==> config.mk <==
export PLATFORM = sky130hd
export DESIGN_NAME = rf_access_ctrl
export DESIGN_NICKNAME = d
export VERILOG_FILES = /design/src/rtl/rf_access_ctrl.sv
export SDC_FILE = /design/constraint.sdc
export NUM_CORES = 1
export LEC_CHECK = 0
export BUFFER_PORTS_ARGS = -buffer_cell sky130_fd_sc_hd__buf_4
export CAP_MARGIN = 20
export CORE_MARGIN = 4
export CORE_UTILIZATION = 33
export DETAILED_ROUTE_END_ITERATION = 6
export GPL_TIMING_DRIVEN = 1
export PLACE_DENSITY = 0.88
export SLEW_MARGIN = 40
export SYNTH_ARGS = -nofsm -noshare
export SYNTH_HDL_FRONTEND = slang
export SYNTH_SLANG_ARGS = --single-unit
==> constraint.sdc <==
create_clock -name clk -period 1.7 [get_ports clk]
set_clock_uncertainty 0.1 [all_clocks]
set_input_delay 0.255 -clock clk [delete_from_list [all_inputs] [get_ports clk]]
set_output_delay 0.255 -clock clk [all_outputs]
set_load 0.03 [all_outputs]
==> src/rtl/rf_access_ctrl.sv <==
// rf_access_ctrl: round-robin two-requester front end with clear sequencer for a single-port register file.
module rf_access_ctrl #(
  parameter int DW = 8,
  parameter int AW = 3
) (
  input  logic          clk,
  input  logic          resetn,
  input  logic          a_req,
  input  logic          a_we,
  input  logic [AW-1:0] a_addr,
  input  logic [DW-1:0] a_wdata,
  output logic          a_gnt,
  output logic          a_rvalid,
  output logic [DW-1:0] a_rdata,
  input  logic          b_req,
  input  logic          b_we,
  input  logic [AW-1:0] b_addr,
  input  logic [DW-1:0] b_wdata,
  output logic          b_gnt,
  output logic          b_rvalid,
  output logic [DW-1:0] b_rdata,
  input  logic          clr_start,
  output logic          clr_busy,
  output logic          clr_done,
  output logic [DW-1:0] rf_din,
  output logic [AW-1:0] rf_addr,
  output logic          rf_wr,
  output logic          rf_rd,
  input  logic [DW-1:0] rf_dout,
  input  logic          rf_error,
  output logic          err_sticky
);
  typedef enum logic {NORMAL, CLEAR} state_t;
  state_t state;
  logic last_b, tag_v, tag_b, any_gnt, g_we;
  logic [AW-1:0] cnt;
  assign clr_busy = state == CLEAR;
  // last_b set means B was granted last, so A wins the next contention
  assign a_gnt = !clr_busy && a_req && (!b_req || last_b);
  assign b_gnt = !clr_busy && b_req && (!a_req || !last_b);
  assign any_gnt = a_gnt | b_gnt;
  assign g_we = a_gnt ? a_we : b_we;
  assign rf_wr = clr_busy | (any_gnt & g_we);
  assign rf_rd = any_gnt & ~g_we;
  assign rf_addr = clr_busy ? cnt : a_gnt ? a_addr : b_gnt ? b_addr : '0;
  assign rf_din = clr_busy ? '0 : a_gnt ? a_wdata : b_gnt ? b_wdata : '0;
  assign a_rvalid = tag_v & ~tag_b;
  assign b_rvalid = tag_v & tag_b;
  assign a_rdata = a_rvalid ? rf_dout : '0;
  assign b_rdata = b_rvalid ? rf_dout : '0;
  always_ff @(posedge clk) begin
    if (!resetn) begin
      state      <= NORMAL;
      last_b     <= 1'b1;
      cnt        <= '0;
      tag_v      <= 1'b0;
      tag_b      <= 1'b0;
      clr_done   <= 1'b0;
      err_sticky <= 1'b0;
    end else begin
      err_sticky <= err_sticky | rf_error;
      tag_v      <= rf_rd;
      tag_b      <= b_gnt;
      clr_done   <= 1'b0;
      if (any_gnt) last_b <= b_gnt;
      if (state == NORMAL && clr_start) begin
        state <= CLEAR;
        cnt   <= '0;
      end else if (state == CLEAR) begin
        cnt <= cnt + 1'b1;
        if (&cnt) begin
          state    <= NORMAL;
          clr_done <= 1'b1;
        end
      end
    end
  end
endmodule

After elaboration in Yosys (flattened, before gate mapping)
Index checks and enable logic that the tools add are counted.

Flip-flop bits (word level): 9. Bits of input ports: 38. Logic and storage cells: 46.

Add/sub/neg operators: 1. Muxes and demuxes: 13. Bitwise gates (word level): 11. Reduce and logical (&&, ||, !) cells: 14.

Operators by type and width (count): $mux 8 (5); $mux 3 (3); $logic_and 1x1->1 (5); $mux 1 (5); $and 1x1->1 (4); $logic_not 1->1 (4); $not 1->1 (4); $add 3x1->3 const B (1); $or 1x1->1 (3); $reduce_and 3->1 (1); $reduce_or 3->1 (1); $logic_or 1x1->1 (2); $reduce_or 2->1 (1).

Longest topological paths before layout
Depth in word-level cells: 6. Mapped depth: 5. Gate-level depth less buffers: 4.

Worst setup path before layout
No wires, ideal clock.

Kind: register to output. From: register state, in the netlist clr_busy. To: output rf_addr[0]. Arrival time: 1.542 ns. Required time: 1.345 ns. Path slack: -0.197 ns. Cell stages (with the launch flop): 5. Cell sequence: dfxtp_1 > buf_4 > clkbuf_1 > a21oi_1 > a21oi_1.

Longest elaborated chain between the ends: 6.

RTL lines: from (decl) (line 34) `state_t state;`; from (signal assigned) (line 53) `state <= NORMAL;`; from (signal assigned) (line 67) `state <= CLEAR;`; from (signal assigned) (line 72) `state <= NORMAL;`; $logic_not 1->1 (line 39, 40); $logic_and 1x1->1 (2 in series) (line 40) `assign b_gnt = !clr_busy && b_req && (!a_req || !last_b);`; $mux 3 (2 in series) (line 45) `assign rf_addr = clr_busy ? cnt : a_gnt ? a_addr : b_gnt ? b_addr : '0;`; $mux 3 * (line 45); to (decl) (line 26) `output logic [AW-1:0] rf_addr,`.

Mark *: on every way between the ends. The rest lies on a longest branch, timed or not.

Worst setup path in the final report
From: register last_b. To: output rf_addr[2].

Longest elaborated chain between the ends: 6.

RTL lines: from (decl) (line 35) `logic last_b, tag_v, tag_b, any_gnt, g_we;`; from (signal assigned) (line 65) `if (any_gnt) last_b <= b_gnt;`; $logic_not 1->1 (line 40); $logic_or 1x1->1 (line 40); $logic_and 1x1->1 (line 40); $mux 3 (line 45); $mux 3 * (2 in series) (line 45).

Marked as above.

==> flow_summary.ini <==
[status]
outcome = complete, but fails checks
failed_checks = negative setup slack

[detailed_routing]
drt_iter0_markers = 6
drc_errors = 0
ant_nets = 0
routedWlPerCell_um = 14.9
via_per_inst = 4.91
wl_mm = 2.80
vias = 924
first_pass_iters = 3

[setup_path]
critical_path_class = flop to primary output
start_kind = flop
r2r_start = cnt[0]$_SDFFE_PP0P_
worst_path_max_delay_cell = dfxtp_4
critical_path.max_stage_delay_ns = 0.36
critical_path.top_delay_family = flip-flops
crit_chain = nand2b_4 > nor2b_4 > a221o_2 > buf_6
cp.buffers_inverters = 1
worstPathArrival_ns = 1.40
worstPathMaxFanout = 4
worstSetupEndpointType = primary output
startpoint = last_b$_SDFFE_PN1P_
cp.required_ns = 1.34

[power]
power.share.clock_pct = 21.7
cell_internal_pwr_uw = 506
p_switching_uw = 289
netSwitchingFraction_pct = 36.3
peakVddDrop_v = 0.000453
pwr-share-seq_pct = 29.5
p_leak_uw = 0.000777
powerDensity_nw_per_um2 = 560
power_uw = 794
power_frac_comb_pct = 48.8

[logic_synthesis]
ys_seq_area_share_pct = 27.4
synth_edf_count = 0
netlist_instances = 82
synth_seq_cells = 9
ys.flop_type = dfxtp_1
ys_async_sr_fraction_pct = 0
ys_warn_count = 0
syn_avg_cell_area_um2 = 8.01
syn-num-nets = 122
synth_cell_types = 26
synthesis.area_um2 = 657

[global_routing]
antenna_found_initial = 0
grt_pass1_vias = 846
grt_start_max_net_pins = 14
gr-total-overflow = 0
track_usage_pct = 18.8
grt_first_pass_wirelength_mm = 3.79

[die]
die_w_um = 52.6
ios = 74
fp.dieH_um = 52.6
rows = 15
dieArea_um2 = 2770
start_util_pct = 36.5
core_area_um2 = 1800

[cells_and_area]
multiInputGateArea_um2 = 500
final_cell_mix = 67 x buf_4, 14 x buf_6, 11 x and2_1
layout.nets = 204
layout-drive-gt1-share_pct = 60.1
antenna_cells = 0
areaGrowthSynthToFinish_pct = 116
fill_cells = 128
final_area_um2 = 1420
utilization_pct = 78.7
seqCellArea_um2 = 188
layout.cells.most_common = buf_4

[placed_design]
hpwl_mm = 2.17
placed_cell_area_um2 = 1260
gp_congestion = 0.671
io_buffers = 73

[sta]
timing.final.crit_share_pct = 103
worst_slack_ns = -0.0504
holdWs_ns = 0.0953
drv_slew = 0
slew_headroom_pct = 80.6
tightest_slew_ns = 0.291
fmax_mhz = 571
period_minus_slack_ns = 1.75
setup_viol = 8
hold_violations = 0
rsz0062_at_grt = true

[hold_path]
hold_class = primary input to flop
hp-start = rf_error

[clock_network]
cts_tree = done
ctsHtreeMaxLevel = 1
clk_latency_ns = 0.27
clkTransAtPathRegs_ns = 0.06
cts_buffer_depth = 2
cts_sinks = 9
cts_buffers = 3
clockRootBuffer = clkbuf_4
cts-hold-fix-buffers = 0

[job]
cap_violations = 0
## synth_stat cells (2+ instances only)
library cell   n  area share, %
nand2_1        2            1.1
clkbuf_1       2            1.1
a21oi_1        7            5.3
a22o_1         7            9.3
ha_1           2            3.8
nor3b_1        2            2.3
nor2b_1        4            3.8
and2_1        11             10
nor2_1         8            4.6
and3_1         9            8.6
inv_1          3            1.7
dfxtp_1        9             27
nand3_1        2            1.5
a32oi_1        2            2.7
## state kept, by name (all words and copies together), names as in the netlist
signal / flops
cnt: 3
err_sticky: 1
clr_done: 1
tag_v: 1
tag_b: 1
last_b: 1
clr_busy: 1
## worst reg2reg max path, cell delays in order, from the launching register on
cell and delay [ns]:
dfxtp_1 0.33, ha_1 0.20, ha_1 0.27, a21oi_1 0.14, nor2_1 0.05
## power by group through the flow
stage	Combinational [µW]	Sequential [µW]	Clock [µW]
after CTS	365	234	174
after detailed placement	340	236	0
after floorplan	177	239	0
final	387	234	172
after global placement	332	236	0
after global routing	410	236	197
## final cells by class
type	instances	area share, %
multi-input combinational	66	35.3
sequential	9	13.2
timing repair buffer	81	46.6
tap	25	2.21
clock buffer	4	1.85
inverter	3	0.794
## per-stage QoR
| step | setup TNS, ns | worst slack [ns] | std cells |
|---|---|---|---|
| after floorplan | 0 | 0.0152 | 82 |
| after global placement | 0 | 0.112 | 180 |
| after detailed placement | 0 | 0.105 | 180 |
| after CTS | -0.140 | -0.0265 | 187 |
| after global routing | -0.721 | -0.0951 | 188 |
| final | -0.206 | -0.0504 | 188 |
## layer usage
| layer | GRT usage [%] | vias to the layer above | wire length, µm |
|---|---|---|---|
| met2 | 34.1 | 56 | 1460 |
| met5 | 0 | - | 0 |
| met1 | 18.2 | 405 | 944 |
| met3 | 9.69 | 6 | 331 |
| li1 | - | 457 | - |
| met4 | 5.53 | 0 | 58 |
## final timing paths
kind                                               to  slack [ns]  cells after the start
worst max register to register    cnt[2]$_SDFFE_PP0P_        0.50                      4
worst max-delay path                       rf_addr[2]       -0.05                      4
worst min-delay path            err_sticky$_SDFF_PN0_         0.1                      3
worst min register to register  err_sticky$_SDFF_PN0_        0.37                      2
## cells by family after synthesis
family                     count (synthesis)  synth area share (%)
and+or+nand+nor                           42                  38.3
DFF                                        9                  27.4
AOI/OAI and AO/OA                         21                  24.0
buffers and inverters                      8                  6.48
adders and majority gates                  2                  3.81
## timing repair
item	CTS	global route
buffers inserted	2	1
gates resized for setup	13	12
endpoints found under the setup margin	17	16
pin swaps	2	6
gates cloned	1	0
Power figures use the tool's default switching activity.
